**src/rtl/ps2_pkg.sv**
```systemverilog
// Shared types and constants for the PS/2 receive path.
package ps2_pkg;

  typedef enum logic [1:0] {
    StIdle,
    StData,
    StParity,
    StStop
  } ps2_state_e;

  localparam int unsigned PS2_DATA_BITS = 8;
  localparam logic PS2_IDLE_LEVEL = 1'b1;

endpackage

```
**src/rtl/ps2_filter.sv**
```systemverilog
// Synchroniser plus debounce for the PS/2 clock pin; emits the filtered level and a
// one-cycle strobe on each filtered falling edge.
module ps2_filter
  import ps2_pkg::*;
#(
  parameter int unsigned SYNC_STAGES = 2,
  parameter int unsigned FILT_LEN    = 8
) (
  input  logic clk,
  input  logic reset,
  input  logic pin,
  output logic level,
  output logic fall
);

  localparam int unsigned CW = (FILT_LEN > 1) ? $clog2(FILT_LEN) : 1;

  logic [SYNC_STAGES-1:0] sync_q;
  logic [CW-1:0]          cnt_q;
  logic                   filt_q;
  logic                   fall_q;
  logic                   sync_s;

  assign sync_s = sync_q[SYNC_STAGES-1];

  always_ff @(posedge clk) begin
    if (reset) begin
      sync_q <= {SYNC_STAGES{PS2_IDLE_LEVEL}};
    end else begin
      sync_q <= {sync_q[SYNC_STAGES-2:0], pin};
    end
  end

  // The level only flips after FILT_LEN consecutive disagreeing samples.
  always_ff @(posedge clk) begin
    if (reset) begin
      filt_q <= PS2_IDLE_LEVEL;
      cnt_q  <= '0;
      fall_q <= 1'b0;
    end else begin
      fall_q <= 1'b0;
      if (sync_s == filt_q) begin
        cnt_q <= '0;
      end else if (cnt_q == CW'(FILT_LEN - 1)) begin
        filt_q <= sync_s;
        cnt_q  <= '0;
        fall_q <= filt_q;
      end else begin
        cnt_q <= cnt_q + 1'b1;
      end
    end
  end

  assign level = filt_q;
  assign fall  = fall_q;

endmodule

```
**src/rtl/ps2_rx.sv**
```systemverilog
// PS/2 device-to-host receiver: deserialises 11-bit frames, checks framing and odd
// parity, and strobes each good scan-code byte.
module ps2_rx
  import ps2_pkg::*;
#(
  parameter int unsigned SYNC_STAGES = 2,
  parameter int unsigned FILT_LEN    = 8,
  parameter int unsigned TIMEOUT     = 100_000
) (
  input  logic                     clk_100MHz,
  input  logic                     reset,
  input  logic                     ps2_clk,
  input  logic                     ps2_data,
  output logic [PS2_DATA_BITS-1:0] rx_data,
  output logic                     rx_valid,
  output logic                     rx_err,
  output logic                     busy
);

  localparam int unsigned BW = $clog2(PS2_DATA_BITS);
  localparam int unsigned TW = (TIMEOUT > 1) ? $clog2(TIMEOUT) : 1;

  logic                     filt_clk;
  logic                     fall;
  logic                     sample;
  logic [SYNC_STAGES-1:0]   data_sync_q;
  logic                     data_s;
  ps2_state_e               state_q;
  logic [BW-1:0]            bit_cnt_q;
  logic [PS2_DATA_BITS-1:0] shreg_q;
  logic                     parity_q;
  logic [TW-1:0]            tcnt_q;

  ps2_filter #(
    .SYNC_STAGES(SYNC_STAGES),
    .FILT_LEN   (FILT_LEN)
  ) u_clk_filter (
    .clk  (clk_100MHz),
    .reset(reset),
    .pin  (ps2_clk),
    .level(filt_clk),
    .fall (fall)
  );

  always_ff @(posedge clk_100MHz) begin
    if (reset) begin
      data_sync_q <= {SYNC_STAGES{PS2_IDLE_LEVEL}};
    end else begin
      data_sync_q <= {data_sync_q[SYNC_STAGES-2:0], ps2_data};
    end
  end

  assign data_s = data_sync_q[SYNC_STAGES-1];
  assign sample = fall & ~filt_clk;
  assign busy   = (state_q != StIdle);

  always_ff @(posedge clk_100MHz) begin
    if (reset) begin
      state_q   <= StIdle;
      bit_cnt_q <= '0;
      shreg_q   <= '0;
      parity_q  <= 1'b0;
      tcnt_q    <= '0;
      rx_data   <= '0;
      rx_valid  <= 1'b0;
      rx_err    <= 1'b0;
    end else begin
      rx_valid <= 1'b0;
      rx_err   <= 1'b0;
      if (state_q == StIdle || sample) begin
        tcnt_q <= '0;
      end else begin
        tcnt_q <= tcnt_q + 1'b1;
      end
      // A stalled frame is dropped; rx_data keeps the last good byte.
      if (state_q != StIdle && !sample && tcnt_q == TW'(TIMEOUT - 1)) begin
        rx_err  <= 1'b1;
        state_q <= StIdle;
        tcnt_q  <= '0;
      end else if (sample) begin
        unique case (state_q)
          StIdle: begin
            if (data_s != PS2_IDLE_LEVEL) begin
              state_q   <= StData;
              bit_cnt_q <= '0;
            end
          end
          StData: begin
            shreg_q   <= {data_s, shreg_q[PS2_DATA_BITS-1:1]};
            bit_cnt_q <= bit_cnt_q + 1'b1;
            if (bit_cnt_q == BW'(PS2_DATA_BITS - 1)) begin
              state_q <= StParity;
            end
          end
          StParity: begin
            parity_q <= data_s;
            state_q  <= StStop;
          end
          StStop: begin
            if (data_s == PS2_IDLE_LEVEL && (^{shreg_q, parity_q})) begin
              rx_data  <= shreg_q;
              rx_valid <= 1'b1;
            end else begin
              rx_err <= 1'b1;
            end
            state_q <= StIdle;
          end
          default: state_q <= StIdle;
        endcase
      end
    end
  end

endmodule

```
**config.mk**
```make
export PLATFORM = sky130hd
export DESIGN_NAME = ps2_rx
export DESIGN_NICKNAME = d
export VERILOG_FILES = /design/src/rtl/ps2_pkg.sv /design/src/rtl/ps2_filter.sv /design/src/rtl/ps2_rx.sv
export SDC_FILE = /design/constraint.sdc
export NUM_CORES = 1
export LEC_CHECK = 0
export ABC_AREA = 1
export ABC_CLOCK_PERIOD_IN_PS = 3000
export BUFFER_PORTS_ARGS = -buffer_cell sky130_fd_sc_hd__buf_2
export CAP_MARGIN = 20
export CORE_ASPECT_RATIO = 1.75
export CORE_MARGIN = 2
export CORE_UTILIZATION = 35
export CTS_CLUSTER_DIAMETER = 120
export CTS_CLUSTER_SIZE = 12
export DETAILED_ROUTE_END_ITERATION = 6
export GPL_ROUTABILITY_DRIVEN = 0
export PLACE_DENSITY = 0.52
export SLEW_MARGIN = 20
export SYNTH_ARGS = -nofsm -noshare
export SYNTH_HDL_FRONTEND = slang
export SYNTH_HIERARCHICAL = 1
export SYNTH_SLANG_ARGS = --single-unit
```
**constraint.sdc**
```tcl
create_clock -name clk_100MHz -period 3 [get_ports clk_100MHz]
set_input_delay 0.15 -clock clk_100MHz [delete_from_list [all_inputs] [get_ports clk_100MHz]]
set_output_delay 0.15 -clock clk_100MHz [all_outputs]
set_load 0.02 [all_outputs]
```
Word level (Yosys, flattened, before mapping):

Index checks and enable logic that the tools add are counted.

* add/sub/neg operators: 3
* equality and inequality tests: 9
* muxes and demuxes: 10
* bitwise logic cells: 7
* reduce and logical (&&, ||, !) cells: 20

Operators by type and width (number)
* $add A17 B1 Y17 const B: 1
* $eq A17 B17 Y1 const B: 1
* $reduce_and A3 Y1: 3
* $reduce_or A3 Y1: 3
* $reduce_xor A9 Y1: 1
* $pmux W2 S4: 1
* $reduce_and A4 Y1: 2
* $add A3 B1 Y3 const B: 2
* $eq A3 B3 Y1 const B: 2
* $not A1 Y1: 6
* $pmux W3 S2: 1
* $mux W1: 5
* $eq A2 B2 Y1 const B: 2
* $mux W2: 2
* $ne A2 B2 Y1 const B: 2
* $reduce_bool A2 Y1: 2
* $reduce_or A4 Y1: 1
* $logic_and A1 B1 Y1: 3
* $mux W3: 1
* $eq A2 B1 Y1 const B: 1
* $logic_not A2 Y1: 1
* $reduce_and A2 Y1: 1
* $reduce_or A2 Y1: 1
* $and A1 B1 Y1: 1
* 3 further kinds: 3

* bits in registers: 50
* input port bits: 4
* output and inout port bits: 11
* word-level logic and storage cells: 62

Logic depth before layout (Yosys ltp):

* depth after elaboration: 7
* mapped depth: 13
* depth with buffers taken out: 12

Modules after synthesis:

The synthesis kept the hierarchy.

Modules (own cells, without submodules)
* ps2_rx: times used 1, cells an instance 311, area each 2218.4 sq um, seq. area each 860.8 sq um
* ps2_filter: times used 1, cells an instance 26, area each 239.0 sq um, seq. area each 140.1 sq um

Worst setup path before layout:

OpenSTA, ideal clock, no wires.

* path kind: register to register
* start: register tcnt_q[0]
* end: register tcnt_q[16]
* library setup time: 0.116 ns
* data arrival time: 1.307 ns
* required time: 2.884 ns
* slack: 1.577 ns
* stages on the path, launching flop included: 9
* path buffers: 0
* period minus slack after synthesis: 1.423 ns
* path through: dfxtp_1 > ha_1 > nand2_1 > nor2_2 > nand2_2 > nor3_4 > and3_1 > xor2_1 > nor2_1

* cells in the longest elaborated chain, start to end: 3
* elaborated cells between the ends (all ways): 4
* classes of those cells: add/sub: 1; eq/ne: 1; reduce/logical: 2

RTL lines
* from (decl): line ps2_rx.sv:32 `logic [TW-1:0] tcnt_q;`
* from (signal assigned): line ps2_rx.sv:73 `tcnt_q <= tcnt_q + 1'b1;`
* branches (longest 3 deep; another with $add A17 B1 Y17)

Several ways; the timed one is not identified.
A chain may end at the register's enable or synchronous reset.

Final worst setup path:

* start: register state_q[0]
* end: register tcnt_q[14]

* cells in the longest elaborated chain, start to end: 4
* elaborated cells between the ends (all ways): 6
* classes of those cells: reduce/logical: 6

RTL lines
* from (decl): line ps2_rx.sv:28 `ps2_state_e state_q;`
* from (signal assigned): line ps2_rx.sv:59 `state_q <= StIdle;`
* from (signal assigned): line ps2_rx.sv:78 `state_q <= StIdle;`
* from (signal assigned): line ps2_rx.sv:84 `state_q <= StData;`
* $reduce_bool A2 Y1: line ps2_rx.sv:76 `if (state_q != StIdle && !sample && tcnt_q == TW'(TIMEOUT - 1)) begin`
* $logic_and A1 B1 Y1 (2 in series): line ps2_rx.sv:76
* $reduce_or A3 Y1 (no source line) *

Every way passes the cells marked *; elsewhere a longest branch is shown, timed or not.

==> metrics.txt <==
Final HPWL DP=3630 um; Yosys warnings=6; worst setup path startpoint=state_q[0]$_SDFFE_PP0P_; worst slew pin tran=0.592 ns; total wire length=4740 um; Clock Latency Late Sink=0.29 ns; synthesized area=2460 sq um; asr flop ratio synth=0%; startpoint types=flip-flop; Avg WL per Cell=10.9 um; worst vdd ir=0.338 mV; Layout fillers=735; clock skew=0.0101 ns; Initial Utilization=35.8%; chip width=67.3 um; Post-Layout Cell Count=436; gr usage total=13.9%; worst setup margin=1.36 ns; cell mode on critical path=nor2_1; post-place setup slack=1.31 ns; num rows=40; clock sink count=50; Distinct cells, synth=26; vias in the first global route=1,844; # Max-Cap Violations=0; worst-path cell chain=inv_1 -> ha_1 -> nor2_1 -> nand4_1 -> nand3_2 -> nor2_1; total CTS buffers=5; Core ar.=6860 sq um; total power=1340 uW; Post-synth top flop=dfxtp_1; Synth Register Bits=50; postcts setup bufs=0; drt pass-1 iters=4; number of synthesized flops with an enable pin=0; total grt overflow=0; DRC violations left=0; P&R area growth vs syn=12.3%; # port buffers=14; slowest stage delay, CP=0.39 ns; H-tree levels=2; initial antenna violation count=0; final setup fails=0; CP max-delay cell=dfxtp_1; Mapped Nets=350; Die ar.=7730 sq um; Setup TNS Final=0 ns; Post-CTS Hold Buffers=0; Slew Limit Fails=0; Inst Count DP=428; status=finished clean; # IOs=15; worst path arrival time=1.82 ns; detailed router's first-iteration violation count=63; endpoints failing hold=0; vias per cell=4.52; Setup CP Type=flip-flop to flip-flop; Hold Startpoint=ps2_clk; clk slew on worst S/H paths=0.07 ns; crit end category=flip-flop; Avg Inst Size Synth=7.29 sq um; CTS tree=done; layout cell share with drive strength beyond 1=11.1%; pwr dens=485 nW/um^2; most common cell after layout, fill and taps aside=nand2_1; Fin Hold WS=0.0453 ns; worst hold path class=input port to flip-flop; post-cts resize count=0; Seq/Total Area, Yosys=40.7%; Lkg Pwr=0.00116 uW; nets@finish=364; worst path required time=3.17 ns; wire length of the first global-routing pass=8050 um; period utilization=54.8%; Post-Synthesis Cells=337; Max-slew headroom=60.5%; most frequent cells in the layout=nand2_1 (68), inv_1 (58), dfxtp_1 (50); Tmin final=1.64 ns; antenna cells=0; Chip Height=115 um; top achievable clock speed=609 MHz; DR vias=1,972; Max Root-Sink Buffers=2; pin count of the biggest net entering global routing=21; Routed Antenna Nets=0; worst-path fanout max=17; clk root buf=clkbuf_16; RSZ-0062 raised after global routing=no; r2r startpoint=state_q[0]$_SDFFE_PP0P_
[metal layers]
metal	global-route usage, %	up-vias	wire (um)
met3	3.23	8	119
li1	-	1066	-
met2	26.3	26	2620
met4	6.94	0	128
met5	0	-	0
met1	13.3	872	1870
[critical path: cells and delay by family (launching register included)]
family	cells	cell delay (ns)
buf+inv	1	0.08
simple gates	4	0.82
fa+ha+maj	1	0.24
flops	1	0.39
[registers in the layout (all words and copies together) (netlist names)]
| signal | count |
|---|---|
| shreg_q | 8 |
| u_clk_filter/fall | 1 |
| rx_err | 1 |
| u_clk_filter/level | 1 |
| state_q | 2 |
| bit_cnt_q | 3 |
| u_clk_filter/sync_q | 2 |
| rx_valid | 1 |
| data_sync_q | 2 |
| tcnt_q | 17 |
| rx_data | 8 |
| parity_q | 1 |
| u_clk_filter/cnt_q | 3 |
[through the flow]
step	area (sq um)	util (%)
finish	2760	40.2
detailed placement	2590	37.8
global route	2760	40.2
global placement	2590	37.8
CTS	2760	40.2
floorplan	2460	-
[power breakdown]
group          switching, uW  internal [uW]  total (uW)
Clock                    258            393         652
Sequential              3.19            666         669
Combinational           11.6           6.45        18.1
Total                    273           1070        1340
[worst paths after layout]
check	to	slack, ns	cells past startpoint
worst max-delay path	tcnt_q[14]$_SDFF_PP0_	1.36	6
worst min-delay path	u_clk_filter/sync_q[0]$_SDFF_PP1_	0.05	2
worst max register to register	tcnt_q[14]$_SDFF_PP0_	1.36	6
worst min register to register	u_clk_filter/sync_q[1]$_SDFF_PP1_	0.41	1
[final cells by class]
cell class / count / area, sq um / area share (%)
inverter: 61 / 229 / 8.30
clock buffer: 5 / 125 / 4.54
multi-input combinational: 219 / 1180 / 42.9
clock inverter: 3 / 45.0 / 1.63
sequential: 50 / 1000 / 36.3
timing repair buffer: 14 / 70.1 / 2.54
tap: 84 / 105 / 3.81
[kinds of logic after synthesis]
logic type / after synthesis / synth area share (%)
AO/OA/AOI/OAI: 32 / 6.62
XOR/XNOR: 22 / 7.84
adder cells (fa/ha/maj): 9 / 4.58
buffers and inverters: 68 / 11.1
flip-flops: 50 / 40.7
AND/OR/NAND/NOR: 156 / 29.1
[synthesized netlist by cell type, types with 2 or more instances]
master,number,area [sq um]
nand4_1,12,75.1
nor2_2,3,18.8
a21oi_1,18,90.1
xor2_1,14,123
clkbuf_1,3,11.3
dfxtp_1,50,1000
inv_1,58,218
buf_6,2,22.5
and3_1,2,12.5
xnor2_1,8,70.1
inv_2,3,11.3
nand2_2,3,18.8
nor4_1,2,12.5
ha_1,9,113
o21ai_0,13,65.1
nand2_1,68,255
or2_2,4,25.0
nor2_1,41,154
buf_2,2,10.0
nand3_1,9,45.0
nor3_1,7,35.0
nand3_2,2,20.0
No activity file was read; power rests on OpenSTA's default activity.
